<file path="src/rtl/raymarch_frame_sequencer.sv">
// Raster-order frame sequencer: issues pixel coordinates to the raymarcher,
// collects each result (or a magenta error pixel on timeout) and writes the
// packed colour to the framebuffer at y*WIDTH+x.
module raymarch_frame_sequencer #(
  parameter int WIDTH          = 300,
  parameter int HEIGHT         = 300,
  parameter int COORD_W        = 33,
  parameter int ADDR_W         = 17,
  parameter int TIMEOUT_CYCLES = 65535
) (
  input  logic               clk_in,
  input  logic               rst_in,
  input  logic               frame_start_in,
  output logic [COORD_W-1:0] curr_x_out,
  output logic [COORD_W-1:0] curr_y_out,
  output logic               rm_start_out,
  input  logic               pixel_done_in,
  input  logic [COORD_W-1:0] out_x_in,
  input  logic [COORD_W-1:0] out_y_in,
  input  logic [7:0]         red_in,
  input  logic [7:0]         green_in,
  input  logic [7:0]         blue_in,
  output logic               fb_we_out,
  output logic [ADDR_W-1:0]  fb_addr_out,
  output logic [23:0]        fb_data_out,
  input  logic               fb_ready_in,
  output logic               busy_out,
  output logic               frame_done_out,
  output logic               mismatch_out,
  output logic               timeout_out
);
  localparam int XW = $clog2(WIDTH + 1);
  localparam int YW = $clog2(HEIGHT + 1);
  localparam int TW = $clog2(TIMEOUT_CYCLES + 1);
  localparam logic [23:0] ERR_COLOUR = 24'hFF00FF;

  typedef enum logic [2:0] {S_IDLE, S_ISSUE, S_WAIT, S_WRITE, S_DONE} state_t;

  state_t              state, state_nxt;
  logic [XW-1:0]       x, x_adv;
  logic [YW-1:0]       y, y_adv;
  logic [ADDR_W-1:0]   row_base, base_adv;   // y*WIDTH kept as a running sum
  logic [TW-1:0]       tmo_cnt;
  logic [23:0]         col_q;
  logic [COORD_W-1:0]  pres_x, pres_y;       // coordinate held for the raymarcher
  logic                last_col, last_row, echo_bad, tmo_hit;

  // Raster-advance helpers and result qualifiers
  always_comb begin
    last_col = (x == XW'(WIDTH - 1));
    last_row = (y == YW'(HEIGHT - 1));
    echo_bad = (out_x_in != COORD_W'(x)) || (out_y_in != COORD_W'(y));
    tmo_hit  = (tmo_cnt == TW'(TIMEOUT_CYCLES - 1));
    if (last_col) begin
      x_adv    = '0;
      y_adv    = y + YW'(1);
      base_adv = row_base + ADDR_W'(WIDTH);
    end else begin
      x_adv    = x + XW'(1);
      y_adv    = y;
      base_adv = row_base;
    end
  end

  // State register
  always_ff @(posedge clk_in or negedge rst_in) begin
    if (!rst_in) state <= S_IDLE;
    else         state <= state_nxt;
  end

  // Next-state and control outputs
  always_comb begin
    state_nxt      = state;
    rm_start_out   = 1'b0;
    fb_we_out      = 1'b0;
    busy_out       = 1'b0;
    frame_done_out = 1'b0;
    case (state)
      S_IDLE:  if (frame_start_in) state_nxt = S_ISSUE;
      S_ISSUE: begin
        rm_start_out = 1'b1;
        busy_out     = 1'b1;
        state_nxt    = S_WAIT;
      end
      S_WAIT: begin
        busy_out = 1'b1;
        if (pixel_done_in || tmo_hit) state_nxt = S_WRITE;
      end
      S_WRITE: begin
        busy_out  = 1'b1;
        fb_we_out = 1'b1;
        if (fb_ready_in) state_nxt = (last_col && last_row) ? S_DONE : S_ISSUE;
      end
      S_DONE: begin
        frame_done_out = 1'b1;
        state_nxt      = S_IDLE;
      end
      default: state_nxt = S_IDLE;
    endcase
  end

  // Write port only shows address/data while a write is pending
  assign fb_addr_out = fb_we_out ? (row_base + ADDR_W'(x)) : '0;
  assign fb_data_out = fb_we_out ? col_q : '0;
  assign curr_x_out  = pres_x;
  assign curr_y_out  = pres_y;

  // Datapath: coordinates, row base, timeout counter, colour latch, sticky flags
  always_ff @(posedge clk_in or negedge rst_in) begin
    if (!rst_in) begin
      x            <= '0;
      y            <= '0;
      row_base     <= '0;
      tmo_cnt      <= '0;
      col_q        <= '0;
      pres_x       <= '0;
      pres_y       <= '0;
      mismatch_out <= 1'b0;
      timeout_out  <= 1'b0;
    end else begin
      case (state)
        S_IDLE: if (frame_start_in) begin
          mismatch_out <= 1'b0;
          timeout_out  <= 1'b0;
          pres_x       <= COORD_W'(x);
          pres_y       <= COORD_W'(y);
        end
        S_ISSUE: tmo_cnt <= '0;
        S_WAIT: begin
          // A real result beats a timeout landing on the same cycle
          if (pixel_done_in) begin
            col_q <= {red_in, green_in, blue_in};
            if (echo_bad) mismatch_out <= 1'b1;
          end else if (tmo_hit) begin
            col_q       <= ERR_COLOUR;
            timeout_out <= 1'b1;
          end else begin
            tmo_cnt <= tmo_cnt + TW'(1);
          end
        end
        S_WRITE: if (fb_ready_in) begin
          if (last_col && last_row) begin
            x        <= '0;
            y        <= '0;
            row_base <= '0;
          end else begin
            x        <= x_adv;
            y        <= y_adv;
            row_base <= base_adv;
            pres_x   <= COORD_W'(x_adv);
            pres_y   <= COORD_W'(y_adv);
          end
        end
        S_DONE: begin
          x        <= '0;
          y        <= '0;
          row_base <= '0;
        end
        default: ;
      endcase
    end
  end
endmodule
</file>
<file path="config.mk">
export PLATFORM = sky130hd
export DESIGN_NAME = raymarch_frame_sequencer
export DESIGN_NICKNAME = d
export VERILOG_FILES = /design/src/rtl/raymarch_frame_sequencer.sv
export SDC_FILE = /design/constraint.sdc
export NUM_CORES = 1
export LEC_CHECK = 0
export BUFFER_PORTS_ARGS = -buffer_cell sky130_fd_sc_hd__buf_4
export CAP_MARGIN = 5
export CORE_UTILIZATION = 50
export CTS_CLUSTER_DIAMETER = 200
export DETAILED_ROUTE_END_ITERATION = 10
export GPL_ROUTABILITY_DRIVEN = 0
export PLACE_DENSITY = 0.85
export SYNTH_ARGS = -nofsm -noshare
export SYNTH_HDL_FRONTEND = slang
export SYNTH_SLANG_ARGS = --single-unit
export TNS_END_PERCENT = 1
</file>
<file path="constraint.sdc">
create_clock -name clk_in -period 4.6 [get_ports clk_in]
set_input_delay 0.23 -clock clk_in [delete_from_list [all_inputs] [get_ports clk_in]]
set_output_delay 0.23 -clock clk_in [all_outputs]
set_load 0.005 [all_outputs]
</file>
==> reports/metrics.cfg, run 1 <==
[timing]
slew_viol_final=0
setup_viol=0
max_freq_ghz=0.339
finalSetupTns_ns=0
grt_setup_unrepaired=false
slew_headroom_pct=26.1
fin_crit_sh_pct=64.1
hold_violations=0
period_needed_ns=2.95
worst_pin_slew_ns=1.11
clock_skew_ns=0.00815

[place]
dp.cells=930
portBuffers=159
hpwlAfterDp_mm=11.9

[pwr]
leakagePower_nw=3.44
switchingPower_mw=0.991
power.internal_mw=2.11
seq_power_share_pct=36.3
pwr-share-comb_pct=33.9
p_clk_share_pct=29.8
pwr_density_cell_mw_per_mm2=418
vdd_ir_drop_max_mv=0.413
sw_frac_of_total_pct=31.9

[global_routing]
grt_first_pass_wirelength_mm=26.0
grt-ovfl-total=0
gr-usage-all-layers_pct=26.4
grt_pass1_vias=5157
grt_max_degree=53
antenna_found_initial=0

[synthesis]
netlist_top_cells_area=dfrtp_1 (40%), buf_4 (6.0%), xor2_1 (5.1%)
synth_seq_cells=96
ys_types=59
yosysWarnings=0
synthFlopType=dfrtp_1
yosys.area.top_type=dfrtp_1
ys_seq_area_share_pct=39.8
postSynthAreaPerCell_um2=9.02
async_reset_ff_share_pct=100
synth_common_cells=dfrtp_1 (96), nor2_1 (50), buf_4 (48)
synth_top_area_share_pct=39.8
synth_most_common_cell=dfrtp_1
synth-edff-count=0
synth_area_mm2=0.00603
synthCells=669

[floorplanning]
fp.dieArea_mm2=0.0125
start_util_pct=52.2
dieHeight_um=112
pin_count=208
num_rows=39
die_w_um=112
core_area_mm2=0.0116

[final_layout]
fillCellCount=993
area_growth_pct=23.2
diodes=0
drive_gt1_share_pct=24.1
fin_cells=947
nNetsFinal=906

[cts]
post-cts-setup-buffers=0
clkTransAtPathRegs_ns=0.07
cts_tree=yes
cts.sinks=96
root_buffer=clkbuf_16
clkLatencyLatePin_ns=0.34
clockBufferDepth=2
cts_max_level=3
cts_buffers=9

[setup_path]
end_kind=output pin
path_cells=nand2_1 > or2_2 > inv_1 > and2_1 > buf_4
regToRegStartpoint=x[0]$_DFFE_PN0P_
crit_required_ns=4.37
start_kind=flop
path_max_fanout=38
path_buf_inv=2
critPathMaxStageDelay_ns=0.87
arrival_ns=2.72
crit_type=reg2out
crit_start=state[0]$_DFFE_PN0P_
critPathTopFamily=buffers and inverters
slowest_stage=inv_1

[route]
dr.first_iter.drc_count=368
wl_mm=15.9
ant_nets=0
drt_first_pass_iters=10
drcViolationCount=12
vias=5385
wire_per_inst_um=16.8
viasPerCell=5.69

[job]
drv_cap=0

[outcome]
violations=design-rule violations
status=complete, but fails checks

[worst_hold_path]
min_from=blue_in[2]
hold_class=in2reg

-- repair_timing --
action,in CTS,in global routing
hold buffers,1,0
hold endpoints to repair,51,0
resized for setup,0,0
-- layout by cell type (no fill, tap or decap), drive strengths merged, types with 9 or more instances in the layout --
master  synthesis  routed
nor4           21      21
nor3           15      15
a21oi          24      24
o31ai          11      11
nand4          19      19
buf            65     161
o22a           16      16
conb            1      48
a22o           10      10
inv            13      13
or3             9       9
nor2           51      51
clkbuf         25      11
nand2          46      46
xor2           35      35
o21ai          53      53
and3            9       9
ha             12      12
nand3          23      23
xnor2          22      22
dfrtp          96      96
and2           30      30
-- worst paths after layout --
path                            slack (ns)  cells after the start                   endpoint
worst max-delay path                  1.65                      5             fb_addr_out[1]
worst min-delay path                  0.09                      2       col_q[2]$_DFFE_PN0P_
worst max register to register        1.68                      6  curr_y_out[4]$_DFFE_PN0P_
worst min register to register        0.49                      2  curr_y_out[0]$_DFFE_PN0P_
max in group asynchronous             3.09                      3    row_base[2]$_DFFE_PN0P_
min in group asynchronous             0.46                      2     tmo_cnt[6]$_DFFE_PN0P_
-- layout make-up --
cell class	count	area (um2)	share of cell area (%)
clock buffers	11	243	3.26
clock inverters	5	128	1.72
inverters	13	48.8	0.656
multi-input cells	517	3220	43.3
flip-flops and latches	96	2400	32.3
well taps	143	179	2.41
repair buffers	162	1220	16.4
-- metal layers --
layer  global-route usage, %  vias up  wire length (um)
met2                    44.3      254              7630
met4                    5.77        0               270
li1                        -     2548                 -
met1                    34.3     2561              6710
met5                       0        -                 0
met3                    6.53       22              1260
-- flip-flops by register name (all words and copies together), names as in the netlist --
| register | flops |
|---|---|
| x | 9 |
| timeout_out | 1 |
| state | 3 |
| y | 9 |
| curr_y_out | 9 |
| row_base | 15 |
| col_q | 24 |
| mismatch_out | 1 |
| curr_x_out | 9 |
| tmo_cnt | 16 |
-- power by group through the flow --
stage | clock (mW) | combinational [mW] | sequential (mW)
global route | 0.975 | 1.16 | 1.15
finish | 0.926 | 1.05 | 1.13
detailed placement | 0 | 1.05 | 1.14
floorplan | 0 | 0.669 | 1.07
CTS | 0.934 | 1.06 | 1.12
global placement | 0 | 1.04 | 1.13
-- through the flow --
stage / area (um2) / utilization (%) / hold slack, ns / setup slack (ns) / power, mW
CTS: 7430 / 64.3 / 0.0846 / 1.64 / 3.12
floorplan: 6210 / - / -0.0656 / 2.39 / 1.74
global placement: 7050 / 61.0 / 0.302 / 1.89 / 2.17
global route: 7430 / 64.3 / 0.0869 / 1.44 / 3.29
detailed placement: 7050 / 61.0 / 0.312 / 1.76 / 2.19
finish: 7430 / 64.3 / 0.0916 / 1.65 / 3.10
-- cell families (layout without fill, tap and decap cells) --
logic type / after synthesis / in the layout / synth area share (%)
AO/OA/AOI/OAI: 140 / 140 / 15.2
multiplexers: 7 / 7 / 1.26
adder cells (fa/ha/maj): 12 / 12 / 2.49
other: 1 / 48 / 0.0622
XOR/XNOR: 57 / 57 / 8.27
AND/OR/NAND/NOR: 253 / 253 / 23.0
flip-flops: 96 / 96 / 39.8
buffers and inverters: 103 / 191 / 9.87
Power figures use the tool's default switching activity.
==> inputs of run 2 (changes only) <==
--- a/config.mk
+++ b/config.mk
@@ -5,13 +5,14 @@
 export SDC_FILE = /design/constraint.sdc
 export NUM_CORES = 1
 export LEC_CHECK = 0
+export ABC_AREA = 1
 export BUFFER_PORTS_ARGS = -buffer_cell sky130_fd_sc_hd__buf_4
 export CAP_MARGIN = 5
-export CORE_UTILIZATION = 50
+export CORE_UTILIZATION = 48
 export CTS_CLUSTER_DIAMETER = 200
 export DETAILED_ROUTE_END_ITERATION = 10
 export GPL_ROUTABILITY_DRIVEN = 0
-export PLACE_DENSITY = 0.85
+export PLACE_DENSITY = 0.83
 export SYNTH_ARGS = -nofsm -noshare
 export SYNTH_HDL_FRONTEND = slang
 export SYNTH_SLANG_ARGS = --single-unit
==> constraint.sdc (replaced) <==
create_clock -name clk_in -period 2.4 [get_ports clk_in]
set_input_delay 0.12 -clock clk_in [delete_from_list [all_inputs] [get_ports clk_in]]
set_output_delay 0.12 -clock clk_in [all_outputs]
set_load 0.005 [all_outputs]
==> run 2 against run 1 <==
  * The run now ends clean
  * Combinational power is 150% higher
  * Synthesized area up 14%
  * Register-to-register slack worse by 1.3 ns
  * Via count is 33% higher
  * Cell area is 16% higher
  * Hold slack got worse by 0.074 ns
  * Final cell count grew 48%
  * Sequential share of layout area fell by 4.3 points
  * First-iteration DRC count up 91%
  * Clock skew rose by 0.0031 ns
  * Critical path type unchanged
  * Highest routed layer unchanged
==> reports/metrics.cfg, run 2 <==
[synthesis]
synthCells=1046  ; +56%
ys_types=39  ; -34%
yosys.area.top_type=dfrtp_1
postSynthAreaPerCell_um2=6.60  ; -27%
synth_top_area_share_pct=34.8  ; -5.0 points
ys_seq_area_share_pct=34.8  ; -5.0 points
synth_common_cells=nand2_1 (349), nor2_1 (143), inv_1 (100)
synth-edff-count=0  ; unchanged
synthFlopType=dfrtp_1
synth_seq_cells=96  ; unchanged
synth_area_mm2=0.00690  ; +14%
async_reset_ff_share_pct=100  ; unchanged
netlist_top_cells_area=dfrtp_1 (35%), nand2_1 (19%), nor2_1 (7.8%)
yosysWarnings=0  ; unchanged
synth_most_common_cell=nand2_1

[pwr]
leakagePower_nw=4.61  ; +34%
sw_frac_of_total_pct=40.1  ; +8.2 points
pwr_density_cell_mw_per_mm2=729  ; +75%
power.internal_mw=3.75  ; +78%
pwr-share-comb_pct=41.6  ; +7.7 points
vdd_ir_drop_max_mv=0.456  ; +10%
p_clk_share_pct=24.4  ; -5.4 points
seq_power_share_pct=34.1  ; -2.2 points
switchingPower_mw=2.52  ; +150%

[place]
placed_area_mm2=0.00806  ; +14%
hpwlAfterDp_mm=13.7  ; +15%
portBuffers=159  ; unchanged

[floorplanning]
fp.dieArea_mm2=0.0149  ; +19%
die_w_um=122  ; +9.0%
start_util_pct=49.5  ; -2.7 points
dieHeight_um=122  ; +9.0%
pin_count=208  ; unchanged
num_rows=43  ; +10%
core_area_mm2=0.0139  ; +20%

[setup_path]
critPathMaxStageDelay_ns=0.48  ; -0.39 ns
arrival_ns=2.18  ; -0.54 ns
critPathTopFamily=buffers and inverters
end_kind=output pin
slowest_stage=dfrtp_1
path_cells=inv_2 > nand2_4 > nor2_8 > buf_4 > o21ai_0 > a21oi_1 > buf_4
path_max_fanout=18  ; -53%
path_buf_inv=3  ; +1
crit_top_cell=buf_4
crit_required_ns=2.28  ; -2.09 ns
regToRegStartpoint=state[0]$_DFFE_PN0P_
crit_type=reg2out
start_kind=flop
crit_start=state[2]$_DFFE_PN0P_

[final_layout]
nNetsFinal=1323  ; +46%
final_cell_mix=nand2_1 (345), buf_4 (168), nor2_1 (142), inv_1 (100), dfrtp_1 (93)
diodes=0  ; unchanged
drive_gt1_share_pct=19.5  ; -4.6 points
largest_register=col_q
largest_register_ffs=24  ; unchanged
area_growth_pct=24.6
fillCellCount=1270  ; +28%
layout_commonest_cell=nand2_1
top_regs=col_q (24), tmo_cnt (16), row_base (15)
fin_area_mm2=0.00860  ; +16%

[timing]
period_needed_ns=2.30
worst_pin_slew_ns=0.629  ; -0.479 ns
slew_viol_final=0  ; unchanged
finalSetupTns_ns=0  ; unchanged
slew_headroom_pct=57.6  ; +32 points
setup_viol=0  ; unchanged
grt_setup_unrepaired=false
max_freq_ghz=0.435
fin_crit_sh_pct=95.8
hold_violations=0  ; unchanged
clock_skew_ns=0.0112  ; +0.00309 ns

[cts]
cts_max_level=3  ; unchanged
cts_tree=yes
cts.sinks=96  ; unchanged
clockBufferDepth=2  ; unchanged
clkLatencyLatePin_ns=0.36  ; +0.02 ns
cts_buffers=9  ; unchanged
root_buffer=clkbuf_16
clkTransAtPathRegs_ns=0.07  ; about the same
post-cts-setup-buffers=0  ; unchanged

[route]
ant_nets=0  ; unchanged
drt_first_pass_iters=7  ; -3
wire_per_inst_um=13.4  ; -20%
drcViolationCount=0  ; -12
dr.first_iter.drc_count=704  ; +91%
viasPerCell=5.13  ; -9.8%
wl_mm=18.8  ; +18%
vias=7182  ; +33%

[global_routing]
grt_first_pass_wirelength_mm=30.7  ; +18%
grt_max_degree=57  ; +7.5%
gr-usage-all-layers_pct=26.1  ; -0.23 points
grt_pass1_vias=6500  ; +26%
grt-busiest-layer=met2
use_met1_pct=34.2  ; -0.14 points
antenna_found_initial=0  ; unchanged
grt-ovfl-total=0  ; unchanged
use_met2_pct=43.5  ; -0.80 points
use_met3_pct=4.59  ; -1.9 points

[worst_hold_path]
hold_class=in2reg
min_from=red_in[7]

[outcome]
status=completed

[job]
drv_cap=0  ; unchanged

## run 2: cell types whose count changed after synthesis, sizes merged, moves of 16 or more
cell | before | now
nand2 | 46 | 363
xor2 | 35 | 5
nor2 | 51 | 149
nand3 | 23 | 86
and2 | 30 | 0
nor4 | 21 | 0
xnor2 | 22 | 5
clkbuf | 25 | 2
inv | 13 | 107
o22a | 16 | 0
## run 2: per-stage QoR
step	utilization (%)	total power, mW	setup slack [ns]	instances	hold WS, ns
after floorplan	-	3.82	0.729	1093	-0.176
after global placement	57.8	4.66	0.421	1368	0.130
after detailed placement	57.8	4.72	0.358	1368	0.135
after CTS	61.3	6.27	0.0191	1401	0.0202
after global routing	61.7	6.68	0.00394	1401	0.0222
final	61.7	6.27	0.0999	1401	0.0175
## run 2: metal layers
| metal | share of wire, % | vias to the layer above |
|---|---|---|
| li1 | - | 3570 |
| met1 | 41 | 3219 |
| met2 | 49 | 351 |
| met3 | 7.5 | 42 |
| met4 | 2.2 | 0 |
| met5 | 0 | - |
## run 2: worst reg2reg max path, cell delays in order, from the launching register on
cell and delay (ns):
dfrtp_1 0.50, nor3_4 0.42, inv_2 0.14, o21ai_2 0.11
nand3_2 0.41, inv_1 0.28, nand2_1 0.09, nand2_1 0.06
## run 2: timing repair
action                                  in CTS  in global routing
hold buffers                                17                  0
endpoints found under the hold margin       56                  0
resized for setup                            2                 14
endpoints found under the setup margin       1                  9
## run 2: worst paths after layout
path	end	slack, ns	depth (start not counted)
worst min-delay path	col_q[23]$_DFFE_PN0P_	0.02	3
worst max-delay path	fb_addr_out[4]	0.1	7
max in group asynchronous	x[3]$_DFFE_PN0P_	1.42	3
min in group asynchronous	col_q[11]$_DFFE_PN0P_	0.28	2
worst min register to register	col_q[14]$_DFFE_PN0P_	0.47	2
worst max register to register	tmo_cnt[3]$_DFFE_PN0P_	0.34	7
## run 2: power groups by stage
stage | combinational, mW | clock (mW) | sequential (mW)
finish | 2.60 | 1.53 | 2.14
global route | 2.91 | 1.60 | 2.18
CTS | 2.60 | 1.54 | 2.13
detailed placement | 2.56 | 0 | 2.16
global placement | 2.51 | 0 | 2.15
floorplan | 1.71 | 0 | 2.10
## run 2: area by class of cell
cell class | instances | area (um2) | area share (%)
inverter | 108 | 407 | 4.73
tap | 180 | 225 | 2.62
clock buffer | 10 | 239 | 2.78
timing repair buffer | 186 | 1450 | 16.9
multi-input combinational | 815 | 3790 | 44.1
sequential | 96 | 2410 | 28.0
clock inverter | 6 | 75.1 | 0.873
## run 2: cell families (layout without fill, tap and decap cells)
| logic type | count (synthesis) | after routing | share of synthesized area, % |
|---|---|---|---|
| other | 1 | 48 | 0.0544 |
| XOR/XNOR | 10 | 10 | 1.27 |
| buffers and inverters | 182 | 310 | 13.5 |
| AND/OR/NAND/NOR | 637 | 637 | 39.6 |
| adder cells (fa/ha/maj) | 12 | 12 | 2.18 |
| AO/OA/AOI/OAI | 108 | 108 | 8.60 |
| flip-flops | 96 | 96 | 34.8 |
